## src/rtl/led_scan_pkg.sv

```systemverilog
// Shared constants for the LED scan driver: active-low 7-segment patterns and a width helper.
package led_scan_pkg;

    localparam int unsigned DIGIT_W = 5;

    localparam logic [6:0] SEG_0 = 7'h40;
    localparam logic [6:0] SEG_1 = 7'h79;
    localparam logic [6:0] SEG_2 = 7'h24;
    localparam logic [6:0] SEG_3 = 7'h30;
    localparam logic [6:0] SEG_4 = 7'h19;
    localparam logic [6:0] SEG_5 = 7'h12;
    localparam logic [6:0] SEG_6 = 7'h02;
    localparam logic [6:0] SEG_7 = 7'h78;
    localparam logic [6:0] SEG_8 = 7'h00;
    localparam logic [6:0] SEG_9 = 7'h18;
    localparam logic [6:0] SEG_A = 7'h08;
    localparam logic [6:0] SEG_B = 7'h03;
    localparam logic [6:0] SEG_C = 7'h46;
    localparam logic [6:0] SEG_D = 7'h21;
    localparam logic [6:0] SEG_E = 7'h06;
    localparam logic [6:0] SEG_F = 7'h0E;

    localparam logic [7:0] SEG_DARK = 8'hFF;

    // Bits needed to count 0..v-1, never less than one so counters stay legal for v == 1.
    function automatic int unsigned log2_ceil_min1(input int unsigned v);
        int unsigned r;
        r = 1;
        while ((32'd1 << r) < v) begin
            r = r + 1;
        end
        return r;
    endfunction

endpackage

```

## src/rtl/seg7_hex_decode.sv

```systemverilog
// Combinational hex digit to active-low gfedcba segment pattern.
module seg7_hex_decode
    import led_scan_pkg::*;
(
    input  logic [3:0] hex_i,
    output logic [6:0] seg_c_o
);

    always_comb begin
        seg_c_o = SEG_DARK[6:0];
        case (hex_i)
            4'h0: seg_c_o = SEG_0;
            4'h1: seg_c_o = SEG_1;
            4'h2: seg_c_o = SEG_2;
            4'h3: seg_c_o = SEG_3;
            4'h4: seg_c_o = SEG_4;
            4'h5: seg_c_o = SEG_5;
            4'h6: seg_c_o = SEG_6;
            4'h7: seg_c_o = SEG_7;
            4'h8: seg_c_o = SEG_8;
            4'h9: seg_c_o = SEG_9;
            4'hA: seg_c_o = SEG_A;
            4'hB: seg_c_o = SEG_B;
            4'hC: seg_c_o = SEG_C;
            4'hD: seg_c_o = SEG_D;
            4'hE: seg_c_o = SEG_E;
            4'hF: seg_c_o = SEG_F;
            default: seg_c_o = SEG_DARK[6:0];
        endcase
    end

endmodule

```

## src/rtl/led_scan_mux.sv

```systemverilog
// Multi-digit 7-segment scan driver with frame-latched inputs, PWM dimming,
// blink/blank masks and leading-zero suppression; all pin outputs registered.
module led_scan_mux
    import led_scan_pkg::*;
#(
    parameter int unsigned NUM_DIGITS   = 8,
    parameter int unsigned SLOT_LOG2    = 17,
    parameter int unsigned BR_W         = 3,
    parameter int unsigned BLINK_FRAMES = 32
) (
    input  logic                          clk,
    input  logic                          rst_n,
    input  logic                          en_i,
    input  logic [DIGIT_W*NUM_DIGITS-1:0] digits_i,
    input  logic [NUM_DIGITS-1:0]         blank_mask_i,
    input  logic [NUM_DIGITS-1:0]         blink_mask_i,
    input  logic                          lz_suppress_i,
    input  logic [BR_W-1:0]               brightness_i,
    output logic [7:0]                    seg_o,
    output logic [NUM_DIGITS-1:0]         sel_o,
    output logic                          frame_tick_o
);

    localparam int unsigned IDX_W   = log2_ceil_min1(NUM_DIGITS);
    localparam int unsigned FR_W    = log2_ceil_min1(BLINK_FRAMES);
    localparam int unsigned CODES_W = DIGIT_W * NUM_DIGITS;

    logic [SLOT_LOG2-1:0]  slot_q, slot_d;
    logic [IDX_W-1:0]      idx_q, idx_d;
    logic [FR_W-1:0]       frame_q, frame_d;
    logic                  blink_on_q, blink_on_d;
    logic                  slot_tc, frame_wrap;

    logic [CODES_W-1:0]    digits_sh_q;
    logic [NUM_DIGITS-1:0] blank_sh_q, blink_sh_q;
    logic                  lz_sh_q;
    logic [BR_W-1:0]       br_sh_q;

    logic [NUM_DIGITS-1:0] lz_vec;
    logic                  lz_run;
    logic [DIGIT_W-1:0]    cur_code;
    logic                  cur_blank, cur_blink, cur_sup;
    logic [6:0]            hex_seg;
    logic [BR_W-1:0]       pwm_phase;
    logic                  pwm_on, lit;

    logic [7:0]            seg_q, seg_d;
    logic [NUM_DIGITS-1:0] sel_q, sel_d;
    logic                  tick_q;

    // Slot prescaler, digit index and blink frame counter.
    always_comb begin
        slot_tc    = (slot_q == '1);
        frame_wrap = slot_tc && (idx_q == IDX_W'(NUM_DIGITS - 1));
        slot_d     = slot_q + 1'b1;
        idx_d      = idx_q;
        frame_d    = frame_q;
        blink_on_d = blink_on_q;
        if (frame_wrap) begin
            idx_d = '0;
            if (frame_q == FR_W'(BLINK_FRAMES - 1)) begin
                frame_d    = '0;
                blink_on_d = ~blink_on_q;
            end else begin
                frame_d = frame_q + 1'b1;
            end
        end else if (slot_tc) begin
            idx_d = idx_q + 1'b1;
        end
    end

    always_ff @(posedge clk or negedge rst_n) begin
        if (!rst_n) begin
            slot_q     <= '0;
            idx_q      <= '0;
            frame_q    <= '0;
            blink_on_q <= 1'b1;
        end else begin
            slot_q     <= slot_d;
            idx_q      <= idx_d;
            frame_q    <= frame_d;
            blink_on_q <= blink_on_d;
        end
    end

    // Mode inputs are sampled only at the frame wrap so a frame never mixes old and new data.
    always_ff @(posedge clk or negedge rst_n) begin
        if (!rst_n) begin
            digits_sh_q <= '0;
            blank_sh_q  <= '0;
            blink_sh_q  <= '0;
            lz_sh_q     <= 1'b0;
            br_sh_q     <= '0;
        end else if (frame_wrap) begin
            digits_sh_q <= digits_i;
            blank_sh_q  <= blank_mask_i;
            blink_sh_q  <= blink_mask_i;
            lz_sh_q     <= lz_suppress_i;
            br_sh_q     <= brightness_i;
        end
    end

    // Leading-zero chain from the top digit down, then pick the current digit's attributes.
    always_comb begin
        lz_run    = 1'b1;
        lz_vec    = '0;
        cur_code  = '0;
        cur_blank = 1'b0;
        cur_blink = 1'b0;
        cur_sup   = 1'b0;
        for (int i = int'(NUM_DIGITS) - 1; i >= 0; i--) begin
            lz_run    = lz_run && (digits_sh_q[i*DIGIT_W +: DIGIT_W] == '0);
            lz_vec[i] = lz_run && (i != 0);
        end
        for (int unsigned i = 0; i < NUM_DIGITS; i++) begin
            if (idx_q == IDX_W'(i)) begin
                cur_code  = digits_sh_q[i*DIGIT_W +: DIGIT_W];
                cur_blank = blank_sh_q[i];
                cur_blink = blink_sh_q[i];
                cur_sup   = lz_vec[i];
            end
        end
    end

    seg7_hex_decode u_dec (
        .hex_i   (cur_code[3:0]),
        .seg_c_o (hex_seg)
    );

    // Lit/dark decision and next pin values.
    always_comb begin
        pwm_phase = slot_q[SLOT_LOG2-1 -: BR_W];
        pwm_on    = (br_sh_q == '1) || (pwm_phase < br_sh_q);
        lit       = en_i && !cur_blank && !(cur_blink && !blink_on_q)
                    && !(lz_sh_q && cur_sup) && pwm_on;
        seg_d     = SEG_DARK;
        sel_d     = '1;
        if (lit) begin
            seg_d = {~cur_code[4], hex_seg};
            sel_d = ~(NUM_DIGITS'(1) << idx_q);
        end
    end

    always_ff @(posedge clk or negedge rst_n) begin
        if (!rst_n) begin
            seg_q  <= SEG_DARK;
            sel_q  <= '1;
            tick_q <= 1'b0;
        end else begin
            seg_q  <= seg_d;
            sel_q  <= sel_d;
            tick_q <= frame_wrap;
        end
    end

    assign seg_o        = seg_q;
    assign sel_o        = sel_q;
    assign frame_tick_o = tick_q;

endmodule

```

## config.mk

```make
export PLATFORM = sky130hd
export DESIGN_NAME = led_scan_mux
export DESIGN_NICKNAME = d
export VERILOG_FILES = /design/src/rtl/led_scan_pkg.sv /design/src/rtl/seg7_hex_decode.sv /design/src/rtl/led_scan_mux.sv
export SDC_FILE = /design/constraint.sdc
export NUM_CORES = 1
export LEC_CHECK = 0
export CAP_MARGIN = 10
export CORE_ASPECT_RATIO = 1.2
export CORE_MARGIN = 1
export CORE_UTILIZATION = 35
export CTS_CLUSTER_DIAMETER = 150
export DETAILED_ROUTE_END_ITERATION = 10
export HOLD_SLACK_MARGIN = 0.06
export PLACE_DENSITY = 0.59
export REMOVE_ABC_BUFFERS = 1
export SLEW_MARGIN = 0
export SYNTH_ARGS = -nofsm -noshare
export SYNTH_HDL_FRONTEND = slang
export SYNTH_SLANG_ARGS = --single-unit
```

## constraint.sdc

```tcl
create_clock -name clk -period 9.55 [get_ports clk]
set_input_delay 1.4325 -clock clk [delete_from_list [all_inputs] [get_ports clk]]
set_output_delay 1.4325 -clock clk [all_outputs]
set_load 0.05 [all_outputs]
```

==> out/summary.txt <==
Status: finished, violations left
Failing checks: design-rule violations
P_leak: 2.84 nW
Primary FF master, synth: dfrtp_1
Die X: 113 um
All-Layer GR Usage: 16.4%
Post-route insts no fill: 691
Post-Place Cell Area: 6020 um^2
Worst-Skew Late Latency: 0.35 ns
Vias in the first global route: 3,803
Slew Limit Fails: 0
Multi-input gate area: 2310 um^2
FF/Latch Area: 2600 um^2
RSZ-0062 raised after global routing: false
Mapped cell area: 5130 um^2
Via count: 3,588
Cells along the critical path: inv_1 -> ha_1 -> nor2b_1 -> o32ai_1 -> a21oi_1 -> o21ai_1 -> inv_1 -> ha_1 -> or3b_1 -> o21a_1 -> o221ai_1
H-Tree Depth: 3
# diodes: 0
Largest net degree at the start of global routing: 84
Final net count: 591
Flops & latches, synth: 103
Max Cap Viol: 0
Fill cells: 1,356
DRT iter0 DRCs: 170
Final min period: 4.16 ns
Max-slew headroom: 30.0%
Boundary Pins: 80
Warnings, synthesis: 0
Post-synth ARST share: 100%
Grt ovf: 0
Initial Util: 35.7%
Row count: 48
Final worst path period share: 43.6%
Count of different cell masters after synthesis: 65
Setup-failing EPs final: 0
Hold Crit Class: reg -> reg
Gate Count Post-Synth: 442
Setup TNS: 0 ns
Hold slack final: 0.465 ns
RePlAce Congestion: 0.811
Final WL: 11,500 um
Max IR drop VDD: 0.0822 mV
Cell family with most CP delay: compound AO/OA/AOI/OAI gates
Sequential fraction of the synthesis area: 50.6%
Die Span Y: 135 um
Power density cells: 135 nW/um^2
Slowest stage cell on the critical path: dfrtp_1
Routed vias/inst: 5.19
Worst slew pin tran: 1.05 ns
Setup Fix Bufs, Post-CTS: 0
Clock-pin slew of the registers on the worst-case setup and hold paths: 0.07 ns
Skew final: 0.00899 ns
Crit Path Class: reg -> reg
Initial antenna violation count: 0
Fmax: 240 MHz
Dpl cells: 675
Post-synth EDFFs: 0
CP Buf/Inv Count: 2
Port bufs: 79
CORE AREA: 14,400 um^2
Design Area, Final: 6330 um^2
Routed Antenna Nets: 0
CP endpoint kind: register
CTS root buffer: clkbuf_16
CTS tree: done
DRC: 1
Clock Sinks: 103
Critical Path RT: 9.81 ns
Drt pass-1 iters: 7
Post-Syn Area per Cell: 11.6 um^2
Share of cells above drive strength 1: 21.9%
CTS Hold Bufs: 0
Syn-to-layout area delta: 23.3%
Dpl hpwl: 8630 um
Inserted Clock Buffers: 9
Post_cts resized: 0
Max clock buf depth: 2
First-pass GRT wire length: 19,200 um
Worst Setup Start Kind: register
Final Hold Fails: 0
Total power: 0.856 mW
Avg WL per Cell: 16.7 um
Worst-path fanout max: 25
CP Data Arrival Time: 4.42 ns
Die ar.: 15,200 um^2
Max incr delay on CP: 0.85 ns
-- stage by stage --
| step | setup WS (ns) | util [%] |
|---|---|---|
| CTS | 5.41 | 44.1 |
| finish | 5.39 | 44.1 |
| floorplan | 6.13 | - |
| detailed placement | 5.45 | 41.9 |
| global placement | 5.61 | 41.9 |
| global route | 5.02 | 44.1 |
-- layout make-up --
| class | count | share of cell area, % |
|---|---|---|
| repair buffers | 82 | 12.8 |
| well taps | 175 | 3.46 |
| clock buffers | 9 | 3.56 |
| flip-flops and latches | 103 | 41.1 |
| multi-input cells | 294 | 36.6 |
| clock inverters | 7 | 1.27 |
| inverters | 21 | 1.25 |
-- metal layers --
metal | GRT usage [%] | wire length, um | up-vias
met4 | 4.37 | 176 | 0
met3 | 3.46 | 499 | 12
met5 | 0 | 0 | -
li1 | - | - | 1729
met1 | 18.7 | 4500 | 1783
met2 | 31.0 | 6340 | 64
-- state kept, by name, summed over array words and instances (netlist names) --
name and flops:
idx_q 3, sel_o 8, seg_o 8, frame_q 5
br_sh_q 3, frame_tick_o 1, slot_q 17, blink_on_q 1
blink_sh_q 8, digits_sh_q 40, lz_sh_q 1, blank_sh_q 8
-- kinds of logic after synthesis --
logic type | after synthesis | synth area share (%)
and+or+nand+nor | 119 | 12.9
DFF | 103 | 50.6
AOI/OAI and AO/OA | 85 | 12.9
muxes | 57 | 12.4
buffers and inverters | 45 | 4.27
adders and majority gates | 17 | 4.15
xor gates and xnor gates | 16 | 2.73
-- cell usage in the layout, fill, tap and decap left out, types with 3 or more instances in the layout --
cell,instances
nand3_2,6
nand3_1,16
nor2_1,11
xnor2_1,11
ha_1,17
nand2b_1,4
a31oi_1,4
xor2_1,5
mux2_2,54
clkdlybuf4s50_1,78
nand2_1,36
o21ai_0,19
nor2b_1,8
nor3_1,5
o21ai_1,3
mux2i_1,3
o31a_1,3
dfrtp_1,86
dfstp_2,17
nand3b_1,3
inv_1,19
nor4_1,4
a221oi_1,4
a21oi_1,15
a221o_1,4
buf_4,4
clkbuf_16,9
and2_1,5
a211o_1,4
and3_1,7
-- synthesized netlist by cell type, types with 3 or more instances --
library cell	count	area share, %
mux2i_1	3	0.59
nand3_1	16	1.6
buf_1	6	0.44
o21ai_0	19	1.9
a211o_1	4	0.68
dfstp_2	17	8.7
xor2_1	5	0.85
a221o_1	4	0.78
nor3_1	5	0.49
buf_6	4	0.88
a221oi_1	4	0.68
nor2b_1	8	0.98
mux2_2	54	12
a21oi_1	15	1.5
ha_1	17	4.1
nand2b_1	4	0.49
dfrtp_1	86	42
o21ai_1	3	0.29
buf_2	10	0.98
nand3b_1	3	0.44
nor2_1	11	0.80
nand3_2	6	1.2
o31a_1	3	0.51
and2_1	5	0.61
and3_1	7	0.85
nand2_1	36	2.6
nor4_1	4	0.49
xnor2_1	11	1.9
inv_1	19	1.4
a31oi_1	4	0.49
-- power by group --
group	internal [mW]	switching (mW)
clock network	0.206	0.164
logic	0.0262	0.0203
registers	0.439	0.000502
total	0.671	0.185
-- worst paths after layout --
path	startpoint	end	slack, ns	cells after the start
hold reg to reg	slot_q[0]	slot_q[0]	0.47	1
min in group asynchronous	rst_n	digits_sh_q[11]	0.96	1
max in group asynchronous	rst_n	blink_sh_q[3]	7.27	2
setup reg to reg	idx_q[2]	seg_o[1]	5.39	11
hold / removal	slot_q[0]	slot_q[0]	0.47	1
setup / recovery	idx_q[2]	seg_o[1]	5.39	11
Power figures use the tool's default switching activity.
